===== src/rtl/ram_arbiter_pkg.sv =====
// ============================================================
// Package : ram_arbiter_pkg
// Shared bus encodings: access modes and arbiter FSM states.
// Rev     : 1.0
// ============================================================
`default_nettype none

package ram_arbiter_pkg;

  typedef enum logic [1:0] {
    MODE_IDLE  = 2'b00,
    MODE_READ  = 2'b01,
    MODE_WRITE = 2'b10
  } mode_t;

  typedef enum logic [1:0] {
    S_IDLE   = 2'd0,
    S_ACCESS = 2'd1,
    S_DONE   = 2'd2
  } state_t;

endpackage

`default_nettype wire


===== src/rtl/rr_arbiter2.sv =====
// ============================================================
// Module : rr_arbiter2
// Two-way round-robin grant; last=1 means master 1 won last time.
// Rev    : 1.0
// ============================================================
`default_nettype none

module rr_arbiter2 (
  input  logic [1:0] req,
  input  logic       last,
  output logic [1:0] grant
);

  always_comb begin
    grant = 2'b00;
    if (req == 2'b11) begin
      grant = last ? 2'b01 : 2'b10;
    end else begin
      grant = req;
    end
  end

endmodule

`default_nettype wire


===== src/rtl/ram_arbiter.sv =====
// ============================================================
// Module : ram_arbiter
// Two-master round-robin arbiter in front of a fixed-latency RAM.
// Rev    : 1.0
// ============================================================
`default_nettype none

module ram_arbiter
  import ram_arbiter_pkg::*;
#(
  parameter int RAM_LATENCY = 1
) (
  input  logic        clk,
  input  logic        rst,
  input  logic        m0_req,
  input  logic [1:0]  m0_mode,
  input  logic [31:0] m0_addr,
  input  logic [31:0] m0_wdata,
  output logic [31:0] m0_rdata,
  output logic        m0_ack,
  input  logic        m1_req,
  input  logic [1:0]  m1_mode,
  input  logic [31:0] m1_addr,
  input  logic [31:0] m1_wdata,
  output logic [31:0] m1_rdata,
  output logic        m1_ack,
  output logic [1:0]  ram_mode,
  output logic [31:0] ram_addr,
  output logic [31:0] ram_wdata,
  input  logic [31:0] ram_rdata
);

  localparam logic [3:0] c_last_cnt = 4'(RAM_LATENCY - 1);

  state_t      r_state;
  logic [3:0]  r_cnt;
  logic        r_last;       // index of the master granted most recently
  mode_t       r_ram_mode;
  logic [31:0] r_ram_addr;
  logic [31:0] r_ram_wdata;
  logic [31:0] r_m0_rdata;
  logic [31:0] r_m1_rdata;
  logic        r_m0_ack;
  logic        r_m1_ack;

  logic [1:0]  w_req;
  logic [1:0]  w_grant;

  assign w_req = {m1_req && (m1_mode != MODE_IDLE),
                  m0_req && (m0_mode != MODE_IDLE)};

  rr_arbiter2 u_rr (
    .req   (w_req),
    .last  (r_last),
    .grant (w_grant)
  );

  always_ff @(posedge clk) begin
    if (rst) begin
      r_state     <= S_IDLE;
      r_cnt       <= 4'd0;
      r_last      <= 1'b1;
      r_ram_mode  <= MODE_IDLE;
      r_ram_addr  <= 32'd0;
      r_ram_wdata <= 32'd0;
      r_m0_rdata  <= 32'd0;
      r_m1_rdata  <= 32'd0;
      r_m0_ack    <= 1'b0;
      r_m1_ack    <= 1'b0;
    end else begin
      r_m0_ack <= 1'b0;
      r_m1_ack <= 1'b0;
      case (r_state)
        S_IDLE: begin
          if (w_grant != 2'b00) begin
            // ram_* registers double as the latched copy of the request
            r_last      <= w_grant[1];
            r_ram_mode  <= w_grant[1] ? mode_t'(m1_mode) : mode_t'(m0_mode);
            r_ram_addr  <= w_grant[1] ? m1_addr  : m0_addr;
            r_ram_wdata <= w_grant[1] ? m1_wdata : m0_wdata;
            r_cnt       <= 4'd0;
            r_state     <= S_ACCESS;
          end
        end
        S_ACCESS: begin
          if (r_cnt == c_last_cnt) begin
            if (r_ram_mode == MODE_READ) begin
              if (r_last) r_m1_rdata <= ram_rdata;
              else        r_m0_rdata <= ram_rdata;
            end
            r_ram_mode <= MODE_IDLE;
            r_m0_ack   <= ~r_last;
            r_m1_ack   <= r_last;
            r_cnt      <= 4'd0;
            r_state    <= S_DONE;
          end else begin
            r_cnt <= r_cnt + 4'd1;
          end
        end
        S_DONE: begin
          r_state <= S_IDLE;
        end
        default: begin
          r_state <= S_IDLE;
        end
      endcase
    end
  end

  assign ram_mode  = r_ram_mode;
  assign ram_addr  = r_ram_addr;
  assign ram_wdata = r_ram_wdata;
  assign m0_rdata  = r_m0_rdata;
  assign m1_rdata  = r_m1_rdata;
  assign m0_ack    = r_m0_ack;
  assign m1_ack    = r_m1_ack;

endmodule

`default_nettype wire


===== config.mk =====
export PLATFORM = sky130hd
export DESIGN_NAME = ram_arbiter
export DESIGN_NICKNAME = d
export VERILOG_FILES = /design/src/rtl/ram_arbiter_pkg.sv /design/src/rtl/rr_arbiter2.sv /design/src/rtl/ram_arbiter.sv
export SDC_FILE = /design/constraint.sdc
export NUM_CORES = 1
export LEC_CHECK = 0
export ABC_AREA = 1
export CAP_MARGIN = 20
export CORE_MARGIN = 2
export CORE_UTILIZATION = 44
export CTS_CLUSTER_DIAMETER = 200
export CTS_CLUSTER_SIZE = 8
export DETAILED_ROUTE_END_ITERATION = 8
export PLACE_DENSITY = 0.94
export SETUP_SLACK_MARGIN = 0.3
export SLEW_MARGIN = 20
export SYNTH_ARGS = -nofsm -noshare
export SYNTH_HDL_FRONTEND = slang
export SYNTH_HIERARCHICAL = 1
export SYNTH_SLANG_ARGS = --single-unit

===== constraint.sdc =====
create_clock -name clk -period 3.3 [get_ports clk]
set_clock_uncertainty 0.1 [all_clocks]
set_input_delay 0.825 -clock clk [delete_from_list [all_inputs] [get_ports clk]]
set_output_delay 0.825 -clock clk [all_outputs]
set_load 0.01 [all_outputs]

* Word-level counts from Yosys, hierarchy flattened
Cells that the tools add are included.
** Storage, ports and cells
- Flip-flop bits (word level) :: 139
- Input port bits :: 168
- Output and inout bits :: 132
- Word-level logic and storage cells :: 48
** Cells by class
- Add/sub/neg operators :: 1
- Eq/ne operators :: 5
- Multiplexer cells :: 14
- Bitwise logic cells :: 3
- Reductions and logical operators :: 15
** Operators by type and width (number)
- 32-bit two-way mux :: 2
- 2-bit two-way mux :: 7
- 4-bit two-way mux :: 2
- 2-bit one-hot mux with 2 select lines :: 2
- 4-bit one-hot mux with 2 select lines :: 1
- 4-bit AND reduction :: 2
- 2-bit nonzero test :: 4
- 2-bit AND reduction :: 3
- 4-bit by 1-bit adder with 4-bit output (second input constant) :: 1
- 2-bit by 1-bit equality test with 1-bit output (second input constant) :: 2
- 4-bit zero test :: 1
- 2-bit != test (second input constant) :: 2
- 1-bit inverter :: 3
- 3-bit AND reduction :: 1
- 3-bit OR reduction :: 1
- 2-bit equality test (second input constant) :: 1
- 1-bit logical AND :: 2
- 2-bit zero test :: 1

* Depth between registers and ports, before layout
- Depth in word-level cells :: 7
- Gate-level depth with buffers :: 11
- Gate-level depth less buffers :: 8

* By module
The synthesis kept the hierarchy.
** Modules (own cells, without submodules)
- ram_arbiter :: times used 1, cells each 943, area each 6209.7 um^2, sequential area each 2782.7 um^2
- rr_arbiter2 :: times used 1, cells each 5, area each 21.3 um^2, sequential area each 0.0 um^2

* Worst setup path after synthesis
Ideal clock, no wire load.
- Path kind :: input to register
- From :: input m0_mode[0]
- To :: register r_ram_addr[19] (netlist: ram_addr[19])
- Setup time :: 0.116 ns
- Arrival time :: 1.902 ns
- Data required time :: 3.084 ns
- Setup slack :: 1.183 ns
- Cell stages on the path :: 10
- Path buffers :: 3
- Cell sequence :: o21a_1 -> a21oi_1 -> buf_2 -> inv_1 -> buf_4 -> buf_2 -> nand2_1 -> nand2_1 -> o21ai_0 -> nor2_1
** Between the ends
- Cells in the longest elaborated chain, start to end :: 6
- Elaborated cells on any way between the ends :: 7
- Classes of those cells :: eq/ne (1); mux (2); reduce/logical (4)
** RTL lines
- start, declared :: RTL line ram_arbiter.sv:16 : input logic [1:0] m0_mode,
- 2-bit nonzero test (*) :: RTL line ram_arbiter.sv:50 : m0_req && (m0_mode != MODE_IDLE)};
- 1-bit logical AND (*) :: RTL line ram_arbiter.sv:50
- 2-bit equality test (*) :: RTL line rr_arbiter2.sv:16 : if (req == 2'b11) begin
- 2-bit two-way mux (*) :: RTL line rr_arbiter2.sv:16
- named net w_grant[1] :: RTL line ram_arbiter.sv:47 : logic [1:0] w_grant;
- 2-bit nonzero test :: RTL line ram_arbiter.sv:75 : if (w_grant != 2'b00) begin
- 2-bit AND reduction (no line)
- end signal, assigned :: RTL line ram_arbiter.sv:79 : r_ram_addr <= w_grant[1] ? m1_addr : m0_addr;
- end, declared :: RTL line ram_arbiter.sv:39 : logic [31:0] r_ram_addr;
Mark *: on every way through the listed nets, which the timed path passes. The rest lies on a longest branch.
A chain may end at the register's enable or synchronous reset.

* Worst setup path in the final report
- From :: input m0_mode[0]
- To :: register r_ram_addr[24] (netlist: ram_addr[24])
** Between the ends
- Cells in the longest elaborated chain, start to end :: 6
- Elaborated cells on any way between the ends :: 7
- Classes of those cells :: eq/ne (1); mux (2); reduce/logical (4)
** RTL lines
- 2-bit nonzero test (*) :: RTL line ram_arbiter.sv:50
- 1-bit logical AND (*) :: RTL line ram_arbiter.sv:50
- named net w_req[0] :: RTL line ram_arbiter.sv:46 : logic [1:0] w_req;
- 2-bit equality test (*) :: RTL line rr_arbiter2.sv:16
- 2-bit two-way mux (*) :: RTL line rr_arbiter2.sv:16
- named net w_grant[1] :: RTL line ram_arbiter.sv:47
- 2-bit nonzero test :: RTL line ram_arbiter.sv:75
- 2-bit AND reduction (no line)
Marked as above.

==> flow_summary.html <==
<table>
<tr><th>Metric</th><th>Value</th></tr>
<tr><th colspan="2">Cells and area</th></tr>
<tr><td>Number of antenna diodes</td><td>0</td></tr>
<tr><td>Count of non-filler cells in the finished layout</td><td>around 1400</td></tr>
<tr><td>Area used by multi-input combinational logic</td><td>around 2900 um^2</td></tr>
<tr><td>Final net count</td><td>approximately 1400</td></tr>
<tr><td>Leading cell types in the layout, fill and taps excluded</td><td>sky130_fd_sc_hd__clkdlybuf4s50_1 (299), sky130_fd_sc_hd__nand2_1 (272), sky130_fd_sc_hd__nor2_1 (261)</td></tr>
<tr><td>Layout cells sized above 1</td><td>approximately 4.6%</td></tr>
<tr><td>Post-route cell area</td><td>roughly 10000 um^2</td></tr>
<tr><td>Filler Cells Inserted</td><td>roughly 1100</td></tr>
<tr><td>Register area</td><td>approximately 2800 um^2</td></tr>
<tr><td>Final cell utilization of the core</td><td>between 70% and 80%</td></tr>
<tr><td>Growth of design area from synthesis to finish</td><td>57.6%</td></tr>
<tr><td>Most common cell after layout, fill and taps aside</td><td>sky130_fd_sc_hd__clkdlybuf4s50_1</td></tr>
<tr><th colspan="2">Placement</th></tr>
<tr><td>Final Wtd Congestion</td><td>around 0.9</td></tr>
<tr><td>Detail Placement HPWL</td><td>~14 mm</td></tr>
<tr><td>Placed cell count</td><td>around 1400</td></tr>
<tr><td>Cell Area, Placed</td><td>a little over 9000 um^2</td></tr>
<tr><td>Quantity of I/O buffers inserted on ports</td><td>299</td></tr>
<tr><th colspan="2">Power</th></tr>
<tr><td>Internal Pwr Total</td><td>3.67 mW</td></tr>
<tr><td>Leakage power</td><td>about 4.3 nW</td></tr>
<tr><td>Comb pwr share</td><td>24.3%</td></tr>
<tr><td>Power density of the placed cells</td><td>between 500 and 600 nW/um^2</td></tr>
<tr><td>Fraction of power spent switching nets</td><td>a little over a quarter</td></tr>
<tr><td>Sw power</td><td>around 1.4 mW</td></tr>
<tr><td>Power share of the sequential group</td><td>about 38%</td></tr>
<tr><td>VDD IR max</td><td>0.339 mV</td></tr>
<tr><td>Part of the power in the clock network</td><td>37.6%</td></tr>
<tr><th colspan="2">Setup path</th></tr>
<tr><td>CP Class</td><td>in2reg</td></tr>
<tr><td>Signal arrival time at the worst endpoint</td><td>between 2 and 3 ns</td></tr>
<tr><td>Worst setup SP type</td><td>input port</td></tr>
<tr><td>WP data required</td><td>approximately 3.5 ns</td></tr>
<tr><td>Critical path capture point type</td><td>flip-flop</td></tr>
<tr><td>CP Max Fanout</td><td>64</td></tr>
<tr><th colspan="2">Timing</th></tr>
<tr><td>Worst slew margin relative to its limit</td><td>roughly 45%</td></tr>
<tr><td>Setup repair after global routing missed its margin</td><td>no</td></tr>
<tr><td>Final critical-path share of the clock period</td><td>slightly below 80%</td></tr>
<tr><td>Max Clk Rate</td><td>386 MHz</td></tr>
<tr><td>Number of max-slew violations in the final report</td><td>0</td></tr>
<tr><td>Fin crit period</td><td>between 2 and 3 ns</td></tr>
<tr><td>Hold violation count in the final report</td><td>0</td></tr>
<tr><td>Worst Max-Slew Pin Slew</td><td>roughly 0.82 ns</td></tr>
<tr><td>Setup-violating endpoint count in the final report</td><td>0</td></tr>
<tr><td>Setup tns final</td><td>0 ns</td></tr>
<tr><th colspan="2">Route</th></tr>
<tr><td>Drt total wl</td><td>19.6 mm</td></tr>
<tr><td>Detailed router's first-iteration violation count</td><td>~470</td></tr>
<tr><td>DR WL/cell</td><td>approximately 14 um</td></tr>
<tr><td>Residual antenna-violating net count after detailed routing</td><td>0</td></tr>
<tr><td>Number of vias in the routed layout</td><td>6944</td></tr>
<tr><td>Number of remaining DRC errors</td><td>0</td></tr>
<tr><td>Avg Vias per Cell</td><td>4.94</td></tr>
<tr><td>DR pass1 iterations</td><td>5</td></tr>
<tr><th colspan="2">Floorplan</th></tr>
<tr><td>Core outline area</td><td>roughly 14000 um^2</td></tr>
<tr><td>Width of the die</td><td>123 um</td></tr>
<tr><td>Die Y</td><td>roughly 120 um</td></tr>
<tr><td>Starting density of the core</td><td>44.9%</td></tr>
<tr><td>Number of standard-cell rows in the floorplan</td><td>43</td></tr>
<tr><td>I/O pin count</td><td>300</td></tr>
<tr><td>Die Outline Area</td><td>about 15000 um^2</td></tr>
<tr><th colspan="2">Synth</th></tr>
<tr><td>Number of instances in the synthesized netlist</td><td>about 950</td></tr>
<tr><td>Post-synthesis sequential area ratio</td><td>44.7%</td></tr>
<tr><td>Compound-gate portion of the synthesized area</td><td>between 6 and 7%</td></tr>
<tr><td>Avg Inst Size Synth</td><td>6.57 um^2</td></tr>
<tr><td>Synthesized-area fraction occupied by adder cells</td><td>less than 1%</td></tr>
<tr><td>Synth Area in Simple Gates</td><td>39.6%</td></tr>
<tr><td>Distinct cells, synth</td><td>22</td></tr>
<tr><td>Xor/xnor cell area share of the yosys netlist</td><td>less than 1%</td></tr>
<tr><td>Mux share of post-synthesis cell area</td><td>0%</td></tr>
<tr><td>Largest family of logic cells by synthesized area</td><td>simple AND/OR/NAND/NOR gates</td></tr>
<tr><td>Net count of the mapped netlist</td><td>~1100</td></tr>
<tr><td>Area of the mapped netlist</td><td>slightly above 6000 um^2</td></tr>
<tr><td>Yosys Warn Count</td><td>6</td></tr>
<tr><td>Post-synthesis sequential element count</td><td>approximately 140</td></tr>
<tr><th colspan="2">Clock tree</th></tr>
<tr><td>Number of buffers on the longest clock path</td><td>2</td></tr>
<tr><td>Clock tree from TritonCTS</td><td>yes</td></tr>
<tr><td>Sink count of the clock tree</td><td>around 140</td></tr>
<tr><td>Clock network latency to the later pin of the worst-skew pair</td><td>between 0.4 and 0.5 ns</td></tr>
<tr><td>Clock-pin slew on the worst setup and hold paths</td><td>around 0.06 ns</td></tr>
<tr><td>CTS buffer count</td><td>17</td></tr>
<tr><td>Post CTS Setup Buffer Count</td><td>0</td></tr>
<tr><td>Maximum level of the CTS H-tree</td><td>4</td></tr>
<tr><td>Post-cts gate resize count</td><td>0</td></tr>
<tr><td>Clk root buf</td><td>sky130_fd_sc_hd__clkbuf_16</td></tr>
<tr><td>Count of hold buffers inserted by post-cts repair</td><td>0</td></tr>
<tr><th colspan="2">Job</th></tr>
<tr><td>Max-Cap Viols</td><td>0</td></tr>
<tr><th colspan="2">Worst hold path</th></tr>
<tr><td>Hold crit path type</td><td>reg2reg</td></tr>
<tr><th colspan="2">GRT</th></tr>
<tr><td>Total congestion overflow after global routing</td><td>0</td></tr>
<tr><td>Wire length of the first global-routing pass</td><td>30.5 mm</td></tr>
<tr><td>Antenna violations before repair</td><td>0</td></tr>
<tr><td>GRT Overall Usage</td><td>26.0%</td></tr>
<tr><td>Vias in the first global route</td><td>6490</td></tr>
<tr><td>Largest net degree at the start of global routing</td><td>80</td></tr>
<tr><th colspan="2">Run status</th></tr>
<tr><td>Run status</td><td>complete, no violations</td></tr>
</table>
[flip-flops by register name (all words and copies together) (netlist names)]
name / flops
m0_rdata: 32
m1_rdata: 32
ram_addr: 32
ram_wdata: 32
r_cnt: 4
r_state: 2
ram_mode: 2
m0_ack: 1
m1_ack: 1
r_last: 1
[metrics by stage]
| stage | hold WS, ns | setup slack, ns | power [mW] |
|---|---|---|---|
| global placement | 0.360 | 0.409 | 3.15 |
| detailed placement | 0.370 | 0.328 | 3.18 |
| floorplan | 0.349 | 1.18 | 2.55 |
| CTS | 0.383 | 0.758 | 5.08 |
| global route | 0.387 | 0.557 | 5.28 |
| finish | 0.378 | 0.712 | 5.05 |
[cell type report]
| type | instances | share of cell area [%] |
|---|---|---|
| timing repair buffer | 310 | 31.7 |
| clock buffer | 23 | 5.17 |
| clock inverter | 7 | 0.892 |
| tap | 180 | 2.29 |
| inverter | 46 | 1.77 |
| multi-input combinational | 700 | 29.8 |
| sequential | 139 | 28.3 |
[routing by layer]
layer,up-vias,part of all wire (%),track usage [%]
li1,3457,-,-
met1,3116,37,27.3
met5,-,0,0
met4,0,3.5,13.3
met2,323,51,46.2
met3,48,8.4,8.35
[cell usage after synthesis]
cell | instances | area [um^2]
sky130_fd_sc_hd__nor2_1 | 263 | 987
sky130_fd_sc_hd__nand3_1 | 75 | 375
sky130_fd_sc_hd__nand4_1 | 1 | 6.26
sky130_fd_sc_hd__ha_1 | 2 | 25.0
sky130_fd_sc_hd__nand2_1 | 272 | 1020
sky130_fd_sc_hd__inv_2 | 1 | 3.75
sky130_fd_sc_hd__o21a_1 | 2 | 15.0
sky130_fd_sc_hd__nor2_2 | 1 | 6.26
sky130_fd_sc_hd__nand3_4 | 1 | 17.5
sky130_fd_sc_hd__a21oi_1 | 11 | 55.1
sky130_fd_sc_hd__buf_6 | 12 | 135
sky130_fd_sc_hd__buf_4 | 4 | 30.0
sky130_fd_sc_hd__buf_1 | 6 | 22.5
sky130_fd_sc_hd__buf_2 | 28 | 140
sky130_fd_sc_hd__nor2_4 | 4 | 45.0
sky130_fd_sc_hd__dfxtp_1 | 139 | 2780
sky130_fd_sc_hd__xor2_1 | 1 | 8.76
sky130_fd_sc_hd__o21ai_0 | 46 | 230
sky130_fd_sc_hd__o21ai_1 | 20 | 100
sky130_fd_sc_hd__inv_1 | 45 | 169
sky130_fd_sc_hd__clkbuf_1 | 13 | 48.8
sky130_fd_sc_hd__nand2_2 | 1 | 6.26
[power groups by stage]
stage                     Combinational (mW)  Clock [mW]  Sequential, mW
after CTS                               1.23        1.93            1.92
after global routing                    1.34        2.00            1.94
final                                   1.23        1.90            1.92
after global placement                  1.20           0            1.95
after floorplan                        0.526           0            2.02
after detailed placement                1.22           0            1.96
[worst paths after layout]
check	start	to	slack [ns]	cells after the start
max	m0_mode[0]	ram_addr[24]	0.71	8
min	m0_rdata[16]	m0_rdata[16]	0.38	2
max reg2reg	r_cnt[0]	m0_rdata[10]	1.25	8
min reg2reg	m0_rdata[16]	m0_rdata[16]	0.38	2
[critical path, stage by stage]
cell	delay (ns)
sky130_fd_sc_hd__clkdlybuf4s50_1	0.44
sky130_fd_sc_hd__o21a_1	0.28
sky130_fd_sc_hd__a21oi_4	0.30
sky130_fd_sc_hd__o21ai_4	0.11
sky130_fd_sc_hd__inv_2	0.07
sky130_fd_sc_hd__buf_4	0.54
sky130_fd_sc_hd__nor2_1	0.13
sky130_fd_sc_hd__nor2_1	0.14
[cells by family after synthesis]
family / Yosys count
adder cells (fa/ha/maj): 2
AO/OA/AOI/OAI: 79
flip-flops: 139
buffers and inverters: 109
AND/OR/NAND/NOR: 618
XOR/XNOR: 1
Power figures use the tool's default switching activity.
